==> config.mk <==
export PLATFORM = sky130hd
export DESIGN_NAME = pio_sense_in_flat
export DESIGN_NICKNAME = d
export VERILOG_FILES = /design/src/rtl/pio_sense_in_if.sv /design/src/rtl/pio_sense_in.sv /design/src/flat_wrapper.sv
export SDC_FILE = /design/constraint.sdc
export NUM_CORES = 1
export LEC_CHECK = 0
export CORE_MARGIN = 2
export CORE_UTILIZATION = 48
export DETAILED_ROUTE_END_ITERATION = 10
export GPL_ROUTABILITY_DRIVEN = 1
export PLACE_DENSITY_LB_ADDON = 0.2
export SLEW_MARGIN = 20
export SYNTH_ARGS = -nofsm -noshare
export SYNTH_HDL_FRONTEND = slang
export SYNTH_SLANG_ARGS = --single-unit
==> constraint.sdc <==
create_clock -name clk -period 1.4 [get_ports clk]
set_input_delay 0.35 -clock clk [delete_from_list [all_inputs] [get_ports clk]]
set_output_delay 0.35 -clock clk [all_outputs]
set_load 0.03 [all_outputs]
==> src/rtl/pio_sense_in_if.sv <==
// Avalon-MM slave register bus for the sensor input PIO.
// Zero-wait-state reads: readdata follows address combinationally.
interface pio_sense_in_if #(
    parameter int unsigned WIDTH = 8
);
    logic [1:0]       address;
    logic             chipselect;
    logic             write_n;
    logic [WIDTH-1:0] writedata;
    logic [WIDTH-1:0] readdata;

    modport master (
        output address,
        output chipselect,
        output write_n,
        output writedata,
        input  readdata
    );

    modport slave (
        input  address,
        input  chipselect,
        input  write_n,
        input  writedata,
        output readdata
    );
endinterface

==> src/rtl/pio_sense_in.sv <==
// Sensor input PIO: synchronizes and debounces WIDTH async pins, captures selected edges
// into a write-1-clear register and raises a masked level interrupt.
module pio_sense_in #(
    parameter int unsigned WIDTH           = 8,
    parameter int unsigned DEBOUNCE_CYCLES = 16
) (
    input  logic             clk,
    input  logic             reset_n,
    pio_sense_in_if.slave    bus,
    input  logic [WIDTH-1:0] in_port,
    output logic             irq
);
    localparam int unsigned          CNT_W    = $clog2(DEBOUNCE_CYCLES + 1);
    localparam logic [CNT_W-1:0]     CNT_LAST = CNT_W'(DEBOUNCE_CYCLES - 1);

    logic [WIDTH-1:0] sync1_q, sync2_q;
    logic [WIDTH-1:0] db_q, db_d;
    logic [WIDTH-1:0] db_prev_q;
    logic [CNT_W-1:0] cnt_q [WIDTH];
    logic [CNT_W-1:0] cnt_d [WIDTH];
    logic [WIDTH-1:0] edge_sel_q, edge_sel_d;
    logic [WIDTH-1:0] irq_mask_q, irq_mask_d;
    logic [WIDTH-1:0] cap_q, cap_d;
    logic [WIDTH-1:0] rise, fall, edge_hit, clr;
    logic             wr;

    assign wr = bus.chipselect & ~bus.write_n;

    // A pin change is accepted only after sync2 differs from db for DEBOUNCE_CYCLES cycles;
    // any return to db before then drops the partial count.
    always_comb begin
        db_d = db_q;
        for (int i = 0; i < int'(WIDTH); i++) begin
            cnt_d[i] = '0;
            if (sync2_q[i] != db_q[i]) begin
                if (cnt_q[i] == CNT_LAST) begin
                    db_d[i] = sync2_q[i];
                end else begin
                    cnt_d[i] = cnt_q[i] + CNT_W'(1);
                end
            end
        end
    end

    assign rise     = db_q & ~db_prev_q;
    assign fall     = ~db_q & db_prev_q;
    assign edge_hit = (rise & ~edge_sel_q) | (fall & edge_sel_q);

    always_comb begin
        edge_sel_d = edge_sel_q;
        irq_mask_d = irq_mask_q;
        clr        = '0;
        if (wr) begin
            unique case (bus.address)
                2'd1:    edge_sel_d = bus.writedata;
                2'd2:    irq_mask_d = bus.writedata;
                2'd3:    clr        = bus.writedata;
                default: ;
            endcase
        end
        // A new edge beats a simultaneous write-1-clear of the same bit.
        cap_d = (cap_q & ~clr) | edge_hit;
    end

    always_ff @(posedge clk or negedge reset_n) begin
        if (!reset_n) begin
            sync1_q    <= '0;
            sync2_q    <= '0;
            db_q       <= '0;
            db_prev_q  <= '0;
            edge_sel_q <= '0;
            irq_mask_q <= '0;
            cap_q      <= '0;
            for (int i = 0; i < int'(WIDTH); i++) begin
                cnt_q[i] <= '0;
            end
        end else begin
            sync1_q    <= in_port;
            sync2_q    <= sync1_q;
            db_q       <= db_d;
            db_prev_q  <= db_q;
            edge_sel_q <= edge_sel_d;
            irq_mask_q <= irq_mask_d;
            cap_q      <= cap_d;
            for (int i = 0; i < int'(WIDTH); i++) begin
                cnt_q[i] <= cnt_d[i];
            end
        end
    end

    always_comb begin
        bus.readdata = '0;
        unique case (bus.address)
            2'd0: bus.readdata = db_q;
            2'd1: bus.readdata = edge_sel_q;
            2'd2: bus.readdata = irq_mask_q;
            2'd3: bus.readdata = cap_q;
            default: ;
        endcase
    end

    assign irq = |(cap_q & irq_mask_q);
endmodule

==> src/flat_wrapper.sv <==
// flat-port wrapper written by rule: the top's interface ports become plain ports
module pio_sense_in_flat 
#(
    parameter int unsigned WIDTH           = 8,
    parameter int unsigned DEBOUNCE_CYCLES = 16
)
  (clk, reset_n, in_port, irq, bus_address, bus_chipselect, bus_write_n, bus_writedata, bus_readdata);
  pio_sense_in_if #(.WIDTH(WIDTH)) bus_i ();
  input  logic clk;
  input  logic reset_n;
  input  logic [WIDTH-1:0] in_port;
  output logic irq;
  input wire logic [$bits(bus_i.address)-1:0] bus_address;
  input wire logic [$bits(bus_i.chipselect)-1:0] bus_chipselect;
  input wire logic [$bits(bus_i.write_n)-1:0] bus_write_n;
  input wire logic [$bits(bus_i.writedata)-1:0] bus_writedata;
  output wire logic [$bits(bus_i.readdata)-1:0] bus_readdata;
  assign bus_i.address = bus_address;
  assign bus_i.chipselect = bus_chipselect;
  assign bus_i.write_n = bus_write_n;
  assign bus_i.writedata = bus_writedata;
  assign bus_readdata = bus_i.readdata;
  pio_sense_in #(.WIDTH(WIDTH), .DEBOUNCE_CYCLES(DEBOUNCE_CYCLES)) u_core (.clk(clk), .reset_n(reset_n), .bus(bus_i), .in_port(in_port), .irq(irq));
endmodule
==> results.yml <==
grt:
  antenna_found_initial: 0
  track_usage: 0.174
  grt-ovfl-total: 0
  grt_pass1_vias: 2449
  grt_max_degree: 30
  grt_pass1_wl_um: 11600
yosys:
  synthDistinctLibCells: 24
  syn_avg_cell_area_um2: 13.7
  synth-seq-cells: 96
  syn_area_um2: 3950
  seq_area_frac_synth: 0.608
  syn_nets: 319
  yosysWarnings: 0
  synthCells: 289
worst_setup_path:
  worst-path-max-fanout: 2
  critical_path_required_ns: 1.05
  critPathLaunchType: "register"
  cp-end-kind: "primary output"
  path_class: "reg -> out"
  arrival_ns: 1.41
  rr_endpoint: "u_core.db_q[7]"
  r2r_slack_ns: 0.12
  reg2reg_from: "u_core.cnt_q[0]"
  r2r_cells: 4
sta:
  slew_headroom: 0.765
  setup_violations: 9
  hold_ws_ns: 0.352
  worst_pin_slew_ns: 0.349
  slew_viol_final: 0
  grt_setup_unrepaired: "true"
  skew_ns: 0.00592
  fin_ws_ns: -0.363
  max_freq_mhz: 567
  period_needed_ns: 1.76
  fin_crit_sh: 1.26
  final-hold-violation-count: 0
clock_tree:
  clk_latency_ns: 0.36
  clockRootBuffer: "clkbuf_8"
  clock_sinks: 96
  cts_tree: "built"
  cts_made_buffers: 9
  clkTransAtPathRegs_ns: 0.09
  cts_max_path_buffers: 2
  cts_max_level: 3
run:
  maxCapViolCount: 0
route:
  drc: 0
  via_per_inst: 4.89
  drt_first_pass_iters: 4
  wl_um: 6930
  wl_per_cell_um: 14.0
  drtIter0Drc: 62
  detail-route-antenna-nets: 0
  num_vias: 2420
hold_path:
  hp-class: "reg -> reg"
  hold_depth: 0
  holdCritStartpoint: "u_core.sync1_q[5]"
  hold_path_end: "u_core.sync2_q[5]"
finish:
  layout.nets: 415
  seqCellArea_um2: 2400
  syn2layout_area_growth_pct: 30.3
  nFillCells: 626
  diodes: 0
  drive_gt1_frac: 0.328
  multi_input_area_um2: 1490
die:
  core-area_um2: 8090
  ioPinCount: 31
  rows: 33
  die-area_um2: 8970
  die_y_um: 94.7
  initial_core_util: 0.488
  die_x_um: 94.7
power_and_ir_drop:
  vdd_drop_max_mv: 0.730
  p_leak_nw: 2.64
  p_total_w: 0.00625
  power.density_nw_per_um2: 1210
placed_design:
  io_buffers: 30
  place_congestion: 0.772
  dp_hpwl_um: 4880
status:
  violations: "negative setup slack"
  outcome: "finished with violations"
==> final cells by class <==
class / count / area share
clock buffer: 11 / 0.0294
tap: 105 / 0.0255
clock inverter: 5 / 0.0199
multi-input combinational: 183 / 0.289
sequential: 96 / 0.467
timing repair buffer: 90 / 0.165
inverter: 5 / 0.00365
==> per-layer routing <==
metal  part of all wire  GRT usage  vias up
met3              0.032     0.0495       10
li1                   -          -     1189
met5                  0          0        -
met2               0.49      0.278       30
met1               0.46      0.229     1191
met4              0.014     0.0616        0
==> logic make-up (layout without fill, tap and decap cells) <==
logic type | after synthesis | after routing | share of synthesized area
flip-flops | 96 | 96 | 0.608
XOR/XNOR | 24 | 24 | 0.0532
AND/OR/NAND/NOR | 96 | 96 | 0.117
buffers and inverters | 10 | 111 | 0.0174
AO/OA/AOI/OAI | 23 | 23 | 0.0428
multiplexers | 32 | 32 | 0.137
adder cells (fa/ha/maj) | 8 | 8 | 0.0253
==> cells in the mapped netlist <==
master	instances	share of area
mux4_1	8	0.053
nand3_1	16	0.020
o21ai_0	8	0.010
nor2b_1	1	0.0016
nand4_1	1	0.0016
and2_1	11	0.017
a221o_1	5	0.013
nor3b_1	1	0.0019
buf_2	1	0.0013
and4bb_1	2	0.0063
a22oi_1	4	0.0076
xor2_1	24	0.053
a211o_1	3	0.0067
inv_1	5	0.0048
dfrtp_1	96	0.61
and3_1	8	0.013
ha_1	8	0.025
and4b_1	1	0.0025
mux2_2	8	0.023
buf_6	4	0.011
nor2_1	43	0.041
nand2_1	12	0.011
mux2_4	16	0.061
a21boi_0	3	0.0057
==> metrics by stage <==
step / area [um2] / utilization / setup WS, ns / TNS, ns / std cells
global route: 5150 / 0.636 / -0.417 / -3.45 / 495
CTS: 5090 / 0.629 / -0.389 / -3.23 / 492
floorplan: 3940 / - / -0.00961 / -0.0672 / 289
finish: 5150 / 0.636 / -0.363 / -3.01 / 495
global placement: 4730 / 0.584 / -1.11 / -20.74 / 470
detailed placement: 4730 / 0.584 / -1.11 / -21.53 / 470
==> state kept, by name, summed over array words and instances, names as in the netlist <==
name	flops
u_core.cnt_q	40
u_core.cap_q	8
u_core.db_prev_q	8
u_core.db_q	8
u_core.edge_sel_q	8
u_core.irq_mask_q	8
u_core.sync1_q	8
u_core.sync2_q	8
==> power by group <==
part	internal (W)	leakage, nW	total (W)	switching (W)
logic	0.000589	1.26	0.000994	0.000405
registers	0.00296	1.25	0.00307	0.000115
clock network	0.00128	0.126	0.00218	0.000903
total	0.00483	2.64	0.00625	0.00142
==> repair_timing <==
action                                 in CTS  in global routing
setup buffers                               3                  3
cloned                                      2                  0
pin swaps                                   3                  4
setup endpoints to repair                  33                 24
hold buffers                                1                  0
gates resized for setup                    63                 13
endpoints found under the hold margin      20                  0
==> critical path, cell delays in order, from the launching register on <==
cell and delay, ns:
dfrtp_1 0.40, mux4_2 0.50, buf_6 0.16
==> worst max-delay path by stage <==
stage,from,end,cells after the start
after global routing,u_core.irq_mask_q[3],bus_readdata[3],2
after CTS,u_core.irq_mask_q[3],bus_readdata[3],2
after global placement,bus_address[0],bus_readdata[3],4
final,u_core.db_q[3],bus_readdata[3],2
after floorplan,bus_address[0],bus_readdata[0],2
after detailed placement,bus_address[0],bus_readdata[0],4
==> layout by cell type (no fill, tap or decap), types with 4 or more instances in the layout <==
cell | netlist | routed
buf_12 | 0 | 4
nand2_1 | 12 | 12
and2_1 | 11 | 11
clkbuf_8 | 0 | 11
inv_1 | 5 | 5
a221o_1 | 5 | 5
mux2_2 | 8 | 8
o21ai_0 | 8 | 7
dfrtp_1 | 96 | 96
ha_1 | 8 | 8
mux2_4 | 16 | 16
and3_1 | 8 | 8
nand3_1 | 16 | 16
buf_4 | 0 | 50
a22oi_2 | 0 | 4
buf_6 | 4 | 14
mux4_2 | 0 | 8
clkdlybuf4s50_1 | 0 | 16
xor2_1 | 24 | 22
nor2_1 | 43 | 43
Note: power is estimated with default switching activity, not from simulation.
